==> config.mk <==
export PLATFORM = sky130hd
export DESIGN_NAME = dpram_stream_reader
export DESIGN_NICKNAME = d
export VERILOG_FILES = /design/src/rtl/dpram_stream_reader.sv
export SDC_FILE = /design/constraint.sdc
export NUM_CORES = 1
export LEC_CHECK = 0
export ABC_AREA = 1
export CAP_MARGIN = 25
export CORE_MARGIN = 3
export CORE_UTILIZATION = 45
export CTS_CLUSTER_DIAMETER = 100
export DETAILED_ROUTE_END_ITERATION = 10
export PLACE_DENSITY = 0.69
export REMOVE_ABC_BUFFERS = 1
export SLEW_MARGIN = 40
export SYNTH_ARGS = -nofsm -noshare
export SYNTH_HDL_FRONTEND = slang
export SYNTH_SLANG_ARGS = --single-unit
==> constraint.sdc <==
create_clock -name clk -period 6.3 [get_ports clk]
set_clock_uncertainty 0.05 [all_clocks]
set_input_delay 1.575 -clock clk [delete_from_list [all_inputs] [get_ports clk]]
set_output_delay 1.575 -clock clk [all_outputs]
set_load 0.01 [all_outputs]
==> src/rtl/dpram_stream_reader.sv <==
// rtl/dpram_stream_reader.sv - burst reader for a 1-cycle-latency RAM, delivering words as a valid/ready stream
// Optional abort input when DPRAM_STREAM_READER_ABORT_EN is defined.
module dpram_stream_reader #(
  parameter int DATA_WIDTH = 8,
  parameter int ADDR_WIDTH = 8,
  parameter int FIFO_DEPTH = 4
) (
  input  logic                  clk,
  input  logic                  rst_n,
`ifdef DPRAM_STREAM_READER_ABORT_EN
  input  logic                  abort,
`endif
  input  logic                  start,
  input  logic [ADDR_WIDTH-1:0] base_addr,
  input  logic [ADDR_WIDTH:0]   length,
  output logic [ADDR_WIDTH-1:0] RdAddress,
  input  logic [DATA_WIDTH-1:0] Q,
  output logic                  m_valid,
  input  logic                  m_ready,
  output logic [DATA_WIDTH-1:0] m_data,
  output logic                  m_last,
  output logic                  busy,
  output logic                  done
);
  localparam int CW = $clog2(FIFO_DEPTH + 1);
  localparam int PW = $clog2(FIFO_DEPTH);

  typedef enum logic [1:0] {IDLE, ISSUE, FLUSH} state_t;

  state_t                state_q, state_d;
  logic [ADDR_WIDTH-1:0] addr_q, addr_d;
  logic [ADDR_WIDTH-1:0] rd_address_q, rd_address_d;
  logic [ADDR_WIDTH:0]   rem_q, rem_d;
  logic                  tag1_q, tag1_d, tag1_last_q, tag1_last_d;
  logic                  tag2_q, tag2_d, tag2_last_q, tag2_last_d;
  logic                  arm_q, arm_d;
  logic                  done_q, done_d;
  logic [DATA_WIDTH:0]   mem_q [FIFO_DEPTH];
  logic [DATA_WIDTH:0]   mem_d [FIFO_DEPTH];
  logic [PW-1:0]         wr_ptr_q, wr_ptr_d, rd_ptr_q, rd_ptr_d;
  logic [CW-1:0]         count_q, count_d;
  logic [CW:0]           occ;
  logic                  abort_req, push, pop, issue;

`ifdef DPRAM_STREAM_READER_ABORT_EN
  assign abort_req = abort;
`else
  assign abort_req = 1'b0;
`endif

  function automatic logic [PW-1:0] ptr_inc(input logic [PW-1:0] p);
    return (p == PW'(FIFO_DEPTH - 1)) ? '0 : p + 1'b1;
  endfunction

  assign m_valid   = (count_q != '0);
  assign m_data    = m_valid ? mem_q[rd_ptr_q][DATA_WIDTH-1:0] : '0;
  assign m_last    = m_valid & mem_q[rd_ptr_q][DATA_WIDTH];
  assign busy      = (state_q != IDLE);
  assign done      = done_q;
  assign RdAddress = rd_address_q;

  assign pop  = m_valid & m_ready;
  assign push = tag2_q;
  // Credit counts words already buffered plus reads still in the RAM pipeline.
  assign occ  = {1'b0, count_q} + (CW+1)'(tag1_q) + (CW+1)'(tag2_q) - (CW+1)'(pop);
  assign issue = (state_q == ISSUE) && (rem_q != '0) && (occ < (CW+1)'(FIFO_DEPTH));

  always_comb begin
    state_d      = state_q;
    addr_d       = addr_q;
    rem_d        = rem_q;
    rd_address_d = rd_address_q;
    tag1_d       = 1'b0;
    tag1_last_d  = 1'b0;
    tag2_d       = tag1_q;
    tag2_last_d  = tag1_last_q;
    arm_d        = (state_q == FLUSH);
    done_d       = 1'b0;
    mem_d        = mem_q;
    wr_ptr_d     = wr_ptr_q;
    rd_ptr_d     = rd_ptr_q;
    count_d      = count_q + CW'(push) - CW'(pop);

    case (state_q)
      IDLE: begin
        if (start && !abort_req) begin
          addr_d  = base_addr;
          rem_d   = length;
          state_d = (length == '0) ? FLUSH : ISSUE;
        end
      end
      ISSUE: begin
        if (issue) begin
          rd_address_d = addr_q;
          addr_d       = addr_q + 1'b1;
          rem_d        = rem_q - 1'b1;
          tag1_d       = 1'b1;
          tag1_last_d  = (rem_q == (ADDR_WIDTH+1)'(1));
          if (rem_q == (ADDR_WIDTH+1)'(1)) state_d = FLUSH;
        end
      end
      FLUSH: begin
        // arm_q delays completion one cycle so an empty burst still spans two edges.
        if (arm_q && !tag1_q && !tag2_q && (count_q == '0)) begin
          done_d  = 1'b1;
          state_d = IDLE;
        end
      end
      default: state_d = IDLE;
    endcase

    if (push) begin
      mem_d[wr_ptr_q] = {tag2_last_q, Q};
      wr_ptr_d        = ptr_inc(wr_ptr_q);
    end
    if (pop) rd_ptr_d = ptr_inc(rd_ptr_q);

    if (abort_req && (state_q != IDLE)) begin
      state_d  = IDLE;
      rem_d    = '0;
      tag1_d   = 1'b0;
      tag2_d   = 1'b0;
      arm_d    = 1'b0;
      done_d   = 1'b0;
      wr_ptr_d = '0;
      rd_ptr_d = '0;
      count_d  = '0;
    end
  end

  always_ff @(posedge clk) begin
    if (!rst_n) begin
      state_q      <= IDLE;
      addr_q       <= '0;
      rem_q        <= '0;
      rd_address_q <= '0;
      tag1_q       <= 1'b0;
      tag1_last_q  <= 1'b0;
      tag2_q       <= 1'b0;
      tag2_last_q  <= 1'b0;
      arm_q        <= 1'b0;
      done_q       <= 1'b0;
      wr_ptr_q     <= '0;
      rd_ptr_q     <= '0;
      count_q      <= '0;
    end else begin
      state_q      <= state_d;
      addr_q       <= addr_d;
      rem_q        <= rem_d;
      rd_address_q <= rd_address_d;
      tag1_q       <= tag1_d;
      tag1_last_q  <= tag1_last_d;
      tag2_q       <= tag2_d;
      tag2_last_q  <= tag2_last_d;
      arm_q        <= arm_d;
      done_q       <= done_d;
      wr_ptr_q     <= wr_ptr_d;
      rd_ptr_q     <= rd_ptr_d;
      count_q      <= count_d;
    end
  end

  always_ff @(posedge clk) begin
    mem_q <= mem_d;
  end
endmodule

* Word level (Yosys, flattened, before mapping) *
Index checks and enable logic that the tools add are counted.

word-level totals
  flip-flop bits (word level) = 76
  latch bits = 0
  memory bits (writable) = 0
  memory bits (read-only) = 0
  input bits = 29
  output and inout port bits = 20
  logic and storage cells = 87
  memories = 0

operators by class
  add/sub/neg operators = 9
  multipliers = 0
  divide/modulo/power cells = 0
  $lt $le $gt $ge = 4
  equality and inequality tests = 9
  shifts and indexed selects = 0
  multiplexer cells = 23
  bitwise logic cells = 4
  reductions and logical operators = 21

operator list
  kind                                                 number
  two-way mux 9 bit                                    5
  bitwise mux 36 bit                                   1
  two-way mux 8 bit                                    3
  binary-select mux 9 bit (select 2 bit)               1
  demux 9 bit (select 2 bit)                           1
  case mux 9 bit (2 select lines)                      1
  case mux 8 bit (2 select lines)                      1
  two-way mux 2 bit                                    7
  == test 9 x 1 -> 1 bit (second input constant)       1
  zero test 9 bit                                      1
  nonzero test 9 bit                                   1
  subtractor 9 x 1 -> 9 bit (second input constant)    1
  adder 8 x 1 -> 8 bit (second input constant)         1
  == test 2 bit (second input constant)                3
  >= comparator 3 bit (second input constant)          2
  logical AND 1 bit                                    6
  NOT 2 -> 3 bit                                       2
  case mux 2 bit (3 select lines)                      1
  AND reduction 2 bit                                  3
  AND reduction 3 bit                                  2
  adder 2 x 1 -> 2 bit (second input constant)         2
  adder 3 x 1 -> 4 bit                                 1
  adder 4 x 1 -> 4 bit                                 1
  < comparator 4 x 3 -> 1 bit (second input constant)  1
  15 further kinds                                     21

* Logic depth before layout (Yosys ltp) *
Gate-level depths: netlist (run 1).

  depth in word-level cells = 7
  mapped depth = 20
  gate-level depth less buffers = 18

* Worst setup path after synthesis (run 1) *
Ideal clock, no wire load.

  path type = input-to-reg
  start point = input m_ready
  end point = register addr_q[2]
  setup time = 0.115 ns
  data arrival time = 2.958 ns
  data required time = 6.135 ns
  path slack = 3.177 ns
  stages = 15
  path buffers = 2
  cells stage by stage = nand3_1 > o21ai_0 > ha_1 > nand2_1 > nand2_1 > nand2_1 > nand2_1 > nor2_1 > nor2_2 > nand2_4 > nand2_4 > buf_6 > buf_8 > a21oi_1 > nor2_1

between the ends
  cells in the longest elaborated chain, start to end = 6

RTL lines
  item                             RTL line  RTL
  start, declared                  19        input logic m_ready,
  bitwise AND 1 bit                62        assign pop = m_valid & m_ready;
  subtractor 4 x 1 -> 4 bit        65        assign occ = {1'b0, count_q} + (CW+1)'(tag1_q) + (CW+1)'(tag2_q) - (CW+1)'(pop);
  < comparator 4 x 3 -> 1 bit      66        assign issue = (state_q == ISSUE) && (rem_q != '0) && (occ < (CW+1)'(FIFO_DEPTH));
  logical AND 1 bit                66
  inequality test 2 bit (no line)  --
  AND reduction 3 bit (no line)    --
  end signal, assigned             148       addr_q <= addr_d;
  end, declared                    31        logic [ADDR_WIDTH-1:0] addr_q, addr_d;

Every way passes these cells.
A chain may end at the register's enable or synchronous reset.

* Worst setup path in the final report (run 1) *
  start point = register rd_ptr_q[0]
  end point = output m_data[1]

between the ends
  cells in the longest elaborated chain, start to end = 5

RTL lines
  item                                    RTL line  RTL
  start, declared                         40        logic [PW-1:0] wr_ptr_q, wr_ptr_d, rd_ptr_q, rd_ptr_d;
  start signal, assigned                  158       rd_ptr_q <= rd_ptr_d;
  NOT 2 -> 3 bit (implied by the code)    56        assign m_data = m_valid ? mem_q[rd_ptr_q][DATA_WIDTH-1:0] : '0;
  binary-select mux 9 bit (select 2 bit)  56
  two-way mux 9 bit (2 in a row)          --
  two-way mux 8 bit                       56
  end, declared                           20        output logic [DATA_WIDTH-1:0] m_data,

Every way passes these cells. The select of a mux whose other input is x is not followed.

==> impl_metrics.py, run 1 <==
metrics = {
    "place": {
        "dpl.hpwl_mm": 5.366,
        "dp_cells": 587,
        "globalplace.congestion": 0.8016,
        "io_buffers": 48,
        "place_area_um2": 4242,
        "place_ws_ns": 2.472,
    },
    "yosys": {
        "syn-cell-area_um2": 3716,
        "synth_area_leaders": "edfxtp_1, dfxtp_1, nor2_1",
        "async_reset_ff_share_pct": 0,
        "ys_seq_elements": 76,
        "yosys.area.top_type": "edfxtp_1",
        "yosysWarnings": 0,
        "synth_edf_count": 36,
        "synth_flop_cell": "dfxtp_1",
        "ys_seq_area_share_pct": 50.64,
        "syn_inst": 451,
        "synthDistinctLibCells": 35,
        "synth_top_area_share_pct": 29.09,
        "avgSynthCellArea_um2": 8.240,
    },
    "cts": {
        "clock_latency_ns": 0.35,
        "cts_max_level": 3,
        "cts_hold_buf": 0,
        "clk_path_buf_depth": 2,
        "cts-resized-gates": 0,
        "tritoncts": "built",
        "post_cts_buffers": 0,
        "clk_pin_slew_ns": 0.09,
        "cts_buffers": 9,
        "cts-root-buf": "clkbuf_8",
        "clkSinkCount": 76,
    },
    "setup_path": {
        "crit_path_max_fanout": 21,
        "worstPathArrival_ns": 2.55,
        "endpoint_kind": "primary output",
        "path_class": "reg -> out",
        "required_ns": 4.68,
        "startpoint_type": "flop",
    },
    "timing": {
        "tightest_slew_ns": 0.7371,
        "fin_tns_setup_ns": 0,
        "max_freq_mhz": 239.3,
        "finalHoldWorstSlack_ns": 0.3788,
        "period_minus_slack_ns": 4.179,
        "slew_headroom_pct": 50.80,
        "timing.final.hold_violations": 0,
        "drv_slew": 0,
        "postLayoutSetupSlackWorst_ns": 2.121,
        "finalSetupViolCount": 0,
        "rsz0062_at_grt": "no",
        "fin_crit_sh_pct": 66.34,
    },
    "global_routing": {
        "grt_pass1_vias": 2992,
        "grt-ovfl-total": 0,
        "grt_pass1_wl_mm": 13.28,
        "grt_max_degree": 34,
        "grt_antenna_before_repair": 0,
        "grt_usage_pct": 17.30,
    },
    "floorplan": {
        "dieArea_um2": 9385,
        "die_x_um": 96.88,
        "initial_core_util_pct": 47.11,
        "die_h_um": 96.88,
        "rows": 32,
        "io_pins": 49,
        "fp.coreArea_um2": 7888,
    },
    "cells_and_area": {
        "n_antenna_cell": 0,
        "fin_nets": 538,
        "final_layout_size_suffix_gt1_share_pct": 6.387,
        "fin_util_pct": 56.14,
        "register_area_um2": 1882,
        "fillCellCount": 697,
        "area_delta_synth_final_pct": 19.16,
        "stdcell_count": 603,
        "multi_input_area_um2": 1575,
        "final_area_um2": 4428,
    },
    "route": {
        "antenna_left": 0,
        "drt_iter0_drc": 108,
        "drc_errors": 0,
        "vias_per_cell": 4.934,
        "vias": 2975,
        "wl_per_cell_um": 12.98,
        "wl_mm": 7.826,
        "firstDrtPassIters": 4,
    },
    "power_and_ir_drop": {
        "p_total_mw": 2.078,
        "ir_drop_uv": 228.5,
        "p_leak_nw": 1.851,
        "power.density_nw_per_um2": 469.3,
    },
    "outcome": {
        "status": "finished clean",
    },
    "min_path": {
        "hp-class": "reg -> reg",
    },
    "flow_run": {
        "cap_violations": 0,
    },
}
-- layer usage --
layer	global-route usage, %	routed length (um)	up-vias
met5	0	0	-
met4	7.019	115	0
met3	3.100	278	11
met2	31.74	3952	51
met1	19.69	3480	1349
li1	-	-	1564
-- cells by family (layout without fill, tap and decap cells) --
family / Yosys count / in the layout / share of synthesized area [%]
adders and majority gates: 13 / 13 / 4.579
AOI/OAI and AO/OA: 79 / 79 / 10.88
DFF: 76 / 76 / 50.64
and+or+nand+nor: 220 / 220 / 25.96
muxes: 1 / 1 / 0.2694
buffers and inverters: 59 / 109 / 6.969
xor gates and xnor gates: 3 / 3 / 0.7072
-- path summary, 6_finish.rpt --
| path | endpoint | depth (start not counted) | slack [ns] | from |
|---|---|---|---|---|
| min | tag2_last_q | 2 | 0.38 | tag1_last_q |
| min reg2reg | tag2_last_q | 2 | 0.38 | tag1_last_q |
| max | m_data[1] | 4 | 2.12 | rd_ptr_q[0] |
| max reg2reg | rem_q[2] | 16 | 3.56 | count_q[1] |
-- state kept, by name, summed over array words and instances, names as in the netlist --
signal and cells:
tag2_last_q 1, tag1_q 1, mem_q 36, arm_q 1, wr_ptr_q 2, rd_ptr_q 2
rem_q 9, state_q 2, count_q 3, RdAddress 8, push 1, addr_q 8
tag1_last_q 1, done 1
-- cell usage in the layout, fill, tap and decap left out, drive strengths merged, types with 9 or more instances in the layout --
cell	synthesis	layout
dfxtp	40	40
clkbuf	7	9
edfxtp	36	36
nand2	84	84
nand3	23	23
ha	12	12
nor2	96	96
a21oi	36	36
inv	42	47
clkdlybuf4s50	0	48
o21ai	39	39
-- worst max-delay path, cell delays in order (launching register included) --
cell	delay, ns
dfxtp_1	0.81
inv_1	0.48
o21ai_0	0.31
a21oi_1	0.11
clkdlybuf4s50_1	0.49
-- Yosys cell counts, types with 2 or more instances --
library cell / n
inv_1: 41
ha_1: 12
o21ai_0: 39
clkbuf_1: 7
xor2_1: 3
nand2_1: 80
nand3_1: 22
dfxtp_1: 40
nor3_1: 5
nor4_1: 2
buf_6: 2
nor2_1: 89
buf_4: 2
nor2_2: 5
o21bai_1: 2
edfxtp_1: 36
nand3b_1: 6
nand2_4: 3
buf_2: 3
nand4_1: 2
a21oi_1: 36
-- cell type report --
class,count,share of cell area [%]
multi-input cells,316,35.57
repair buffers,50,11.19
well taps,102,2.882
clock buffers,9,2.797
clock inverters,7,1.413
flip-flops and latches,76,42.50
inverters,43,3.645
-- where the power goes --
group / total, mW / switching, mW / internal, mW / leakage [nW]
clock network: 0.355 / 0.203 / 0.152 / 0.0931
logic: 1.02 / 0.601 / 0.416 / 1.11
registers: 0.707 / 0.0962 / 0.611 / 0.649
(Power assumes the default switching activity.)
==> run 2: changes to the inputs <==
clock period = 4.35 ns   (was 6.3 ns; I/O delays follow)
==> run 2 against run 1 <==
Compared with the run above: routed wire length rose by 0.37%; largest power group unchanged; global-route usage rose by 0.63 points; total power rose by 44%; critical path type unchanged; first-iteration DRC count fell by 3.7%; clock power rose by 43%; critical endpoint is now m_last; cell area barely moved; hold slack got worse by 0.0081 ns.
==> impl_metrics.py, run 2 (synthesized netlist as in run 1, its figures left out) <==
metrics = {
    "outcome": {
        "status": "finished clean",
    },
    "cts": {
        "cts-resized-gates": 0,
        "tritoncts": "built",
        "clk_path_buf_depth": 2,
        "clk_pin_slew_ns": 0.08,
        "cts_max_level": 3,
        "cts-root-buf": "clkbuf_8",
        "post_cts_buffers": 0,
        "cts_hold_buf": 0,
        "clock_latency_ns": 0.36,
        "clkSinkCount": 76,
        "cts_buffers": 9,
    },
    "cells_and_area": {
        "area_delta_synth_final_pct": 19.26,
        "regMostFlops": "mem_q",
        "largest_registers": "mem_q x36, rem_q x9",
        "final_common_cell": "nor2_1",
        "fin_nets": 539,
        "final_layout_size_suffix_gt1_share_pct": 6.574,
        "largest_register_ff_count": 36,
        "stdcell_count": 604,
        "layout_common_cells": "nor2_1, nand2_1, clkdlybuf4s50_1, inv_1, dfxtp_1",
        "n_antenna_cell": 0,
    },
    "floorplan": {
        "die_h_um": 96.88,
        "dieArea_um2": 9385,
        "rows": 32,
        "initial_core_util_pct": 47.11,
        "die_x_um": 96.88,
        "fp.coreArea_um2": 7888,
        "io_pins": 49,
    },
    "global_routing": {
        "grt_usage_pct": 17.93,
        "grt_pass1_wl_mm": 13.68,
        "grt-ovfl-total": 0,
        "grt_use_met2_pct": 30.31,
        "grt_pass1_vias": 2927,
        "busiest_layer": "met2",
        "grtUsageMet1_pct": 21.80,
        "grt_max_degree": 22,
        "grtUsageMet3_pct": 4.326,
        "grt_antenna_before_repair": 0,
    },
    "route": {
        "wl_mm": 7.855,
        "drc_errors": 0,
        "firstDrtPassIters": 4,
        "drt_iter0_drc": 104,
        "antenna_left": 0,
        "wl_per_cell_um": 13.00,
        "vias_per_cell": 4.997,
        "vias": 3018,
    },
    "setup_path": {
        "crit_end": "m_last",
        "path_class": "reg -> out",
        "reg2reg_slack_ns": 1.56,
        "required_ns": 3.21,
        "crit_path_max_fanout": 11,
        "crit_path_start": "rd_ptr_q[1]",
        "worstPathArrival_ns": 2.44,
        "reg2reg_from": "count_q[1]",
        "reg2reg_depth": 18,
        "r2r-end": "addr_q[7]",
        "startpoint_type": "flop",
        "endpoint_kind": "primary output",
    },
    "place": {
        "globalplace.congestion": 0.8193,
        "dp_cells": 588,
        "io_buffers": 48,
        "dpl.hpwl_mm": 5.358,
    },
    "timing": {
        "slew_headroom_pct": 57.34,
        "period_minus_slack_ns": 3.580,
        "finalSetupViolCount": 0,
        "tightest_slew_ns": 0.6393,
        "drv_slew": 0,
        "fin_crit_sh_pct": 82.31,
        "timing.final.hold_violations": 0,
        "rsz0062_at_grt": "no",
        "max_freq_mhz": 279.3,
        "fin_tns_setup_ns": 0,
    },
    "flow_run": {
        "cap_violations": 0,
    },
    "min_path": {
        "hp-class": "reg -> reg",
    },
    "power_and_ir_drop": {
        "p_leak_nw": 1.855,
        "ir_drop_uv": 256.1,
        "power.density_nw_per_um2": 677.0,
    },
}
-- run 2: changes by cell type in the layout (fill, tap and decap cells not counted) --
cell	before	now
clkinv_4	1	2
inv_6	4	2
buf_4	2	3
clkinv_2	0	1
-- run 2: cell type report --
type | count | area, um^2
fill | 714 | 3456
sequential | 76 | 1882
multi-input combinational | 316 | 1575
timing repair buffer | 51 | 503.0
inverter | 43 | 161.4
tap | 102 | 127.6
clock buffer | 9 | 123.9
clock inverter | 7 | 58.81
-- run 2: how the worst min path moves through the flow --
stage                            from  depth (start not counted)     endpoint
after floorplan           tag1_last_q                          2  tag2_last_q
after global placement    tag1_last_q                          2  tag2_last_q
after detailed placement  tag1_last_q                          2  tag2_last_q
after CTS                 tag1_last_q                          2  tag2_last_q
after global routing      tag1_last_q                          2  tag2_last_q
final                     tag1_last_q                          2  tag2_last_q
-- run 2: metal layers --
layer  share of wire, %  wire, um
met5                  0         0
met3                4.1       324
met2                 49      3873
met4                1.7       137
met1                 45      3520
-- run 2: critical path, cell delays in order (launching register included) --
cell and delay (ns):
dfxtp_1 0.60, clkinv_1 0.43, nor2_1 0.18, o21ai_0 0.09, a21oi_1 0.22, clkdlybuf4s50_1 0.57
-- run 2: power by group --
| part | leakage, nW | internal (mW) | switching [mW] | total [mW] |
|---|---|---|---|---|
| registers | 0.649 | 0.884 | 0.129 | 1.01 |
| logic | 1.11 | 0.604 | 0.873 | 1.48 |
| clock network | 0.0921 | 0.216 | 0.293 | 0.509 |
| total | 1.85 | 1.70 | 1.30 | 3.00 |
-- run 2: per-stage QoR --
step / instance area (um^2) / hold slack (ns) / worst slack [ns] / power [mW] / util [%]
2_1_floorplan: 3618 / 0.3400 / 1.553 / 2.005 / -
3_3_place_gp: 4249 / 0.3543 / 1.100 / 2.468 / 53.87
3_5_place_dp: 4249 / 0.3527 / 1.022 / 2.511 / 53.87
4_1_cts: 4432 / 0.3739 / 0.7619 / 3.025 / 56.19
5_1_grt: 4432 / 0.4078 / 0.5663 / 3.294 / 56.19
6_report: 4432 / 0.3707 / 0.7697 / 3.000 / 56.19
==> run 3: changes to the inputs <==
PLACE_DENSITY = 0.72   (was 0.69)
clock period = 2.9 ns   (was 4.35 ns; I/O delays follow)
==> run 3 against run 2 <==
Compared with the run above: first-iteration DRC count down 15%; routed wire length down 0.98%; sequential share of layout area down 1.3 points; critical endpoint is now m_data[2]; highest routed layer unchanged.
==> impl_metrics.py, run 3 (synthesized netlist as in run 1, its figures left out) <==
metrics = {
    "global_routing": {
        "grt-ovfl-total": 0,
        "grt_pass1_wl_mm": 12.90,
        "grt_usage_pct": 16.60,
        "grt_max_degree": 21,
        "grt_pass1_vias": 2852,
        "grt_antenna_before_repair": 0,
    },
    "cts": {
        "tritoncts": "built",
        "clk_pin_slew_ns": 0.08,
        "cts_max_level": 3,
        "cts-root-buf": "clkbuf_8",
        "clkSinkCount": 76,
        "cts_buffers": 9,
        "clock_latency_ns": 0.35,
        "clk_path_buf_depth": 2,
    },
    "cells_and_area": {
        "final_common_cell": "nor2_1",
        "fin_util_pct": 58.03,
        "fin_nets": 552,
        "largest_registers": "mem_q x36, rem_q x9",
        "final_layout_size_suffix_gt1_share_pct": 9.320,
        "area_delta_synth_final_pct": 23.16,
        "layout_common_cells": "nor2_1, nand2_1, clkdlybuf4s50_1, inv_1",
        "regMostFlops": "mem_q",
        "n_antenna_cell": 0,
        "final_area_um2": 4577,
        "largest_register_ff_count": 36,
        "stdcell_count": 617,
    },
    "flow_run": {
        "cap_violations": 0,
    },
    "floorplan": {
        "die_h_um": 96.88,
        "rows": 32,
        "die_x_um": 96.88,
        "dieArea_um2": 9385,
        "fp.coreArea_um2": 7888,
        "io_pins": 49,
        "initial_core_util_pct": 47.11,
    },
    "timing": {
        "finalSetupViolCount": 0,
        "finalHoldWorstSlack_ns": 0.3769,
        "period_minus_slack_ns": 2.694,
        "slew_headroom_pct": 59.71,
        "tightest_slew_ns": 0.6037,
        "postLayoutSetupSlackWorst_ns": 0.2057,
        "fin_tns_setup_ns": 0,
        "timing.final.hold_violations": 0,
        "fin_crit_sh_pct": 92.91,
        "drv_slew": 0,
        "rsz0062_at_grt": "no",
        "max_freq_mhz": 371.2,
    },
    "outcome": {
        "status": "finished clean",
    },
    "setup_path": {
        "startpoint_type": "flop",
        "path_class": "reg -> out",
        "crit_path_max_fanout": 12,
        "worstPathArrival_ns": 1.92,
        "crit_top_cell": "nor2_1",
        "critPathSlowestCell": "clkdlybuf4s50_1",
        "crit_chain": "buf_4, nor2_1, nor2_1, o21ai_0, a21oi_1, clkdlybuf4s50_1",
        "slowest_delay_ns": 0.56,
        "endpoint_kind": "primary output",
        "required_ns": 2.12,
    },
    "power_and_ir_drop": {
        "p_total_mw": 4.676,
        "p_leak_nw": 1.923,
        "ir_drop_uv": 426.7,
        "power.density_nw_per_um2": 1022,
    },
    "route": {
        "vias": 3097,
        "wl_per_cell_um": 12.61,
        "drc_errors": 0,
        "wl_mm": 7.778,
        "vias_per_cell": 5.019,
        "antenna_left": 0,
        "drt_iter0_drc": 88,
        "firstDrtPassIters": 4,
    },
    "place": {
        "globalplace.congestion": 0.8104,
        "dpl.hpwl_mm": 5.483,
        "place_area_um2": 4369,
        "io_buffers": 48,
        "place_ws_ns": 0.04638,
        "dp_cells": 599,
    },
    "min_path": {
        "hp-class": "reg -> reg",
    },
}
## run 3: worst max-delay path, delay by kind of cell (launching register included)
family,cells,cell delay [ns]
AND/OR/NAND/NOR,2,0.13
buffers and inverters,2,0.75
AO/OA/AOI/OAI,2,0.26
flip-flops,1,0.43
## run 3: worst paths after layout
| check | startpoint | to | slack, ns | cells past startpoint |
|---|---|---|---|---|
| max | rd_ptr_q[0] | m_data[2] | 0.21 | 6 |
| min | tag1_last_q | tag2_last_q | 0.38 | 2 |
| max reg2reg | count_q[1] | rem_q[1] | 0.54 | 15 |
| min reg2reg | tag1_last_q | tag2_last_q | 0.38 | 2 |
## run 3: layout make-up
class / instances / area [um^2]
fillers: 691 / 3311
flip-flops and latches: 76 / 1886
multi-input cells: 316 / 1575
repair buffers: 64 / 638.1
inverters: 43 / 165.2
well taps: 102 / 127.6
clock buffers: 9 / 123.9
clock inverters: 7 / 61.31
## run 3: power by group
part	internal (mW)	switching [mW]
registers	1.33	0.180
clock network	0.324	0.429
logic	1.07	1.35
## run 3: layer usage
layer	up-vias	track usage, %	wire length, um
met5	-	0	0
met4	0	5.616	71
met1	1421	20.13	3472
li1	1601	-	-
met3	6	2.956	301
met2	69	29.56	3932
## run 3: what timing repair did
| item | CTS | global route |
|---|---|---|
| gates resized for setup | 2 | 1 |
| endpoints found under the setup margin | 6 | 1 |
| setup buffers | 2 | 0 |
| hold buffers | 0 | 0 |
| endpoints found under the hold margin | 0 | 0 |
| gates cloned | 0 | 0 |
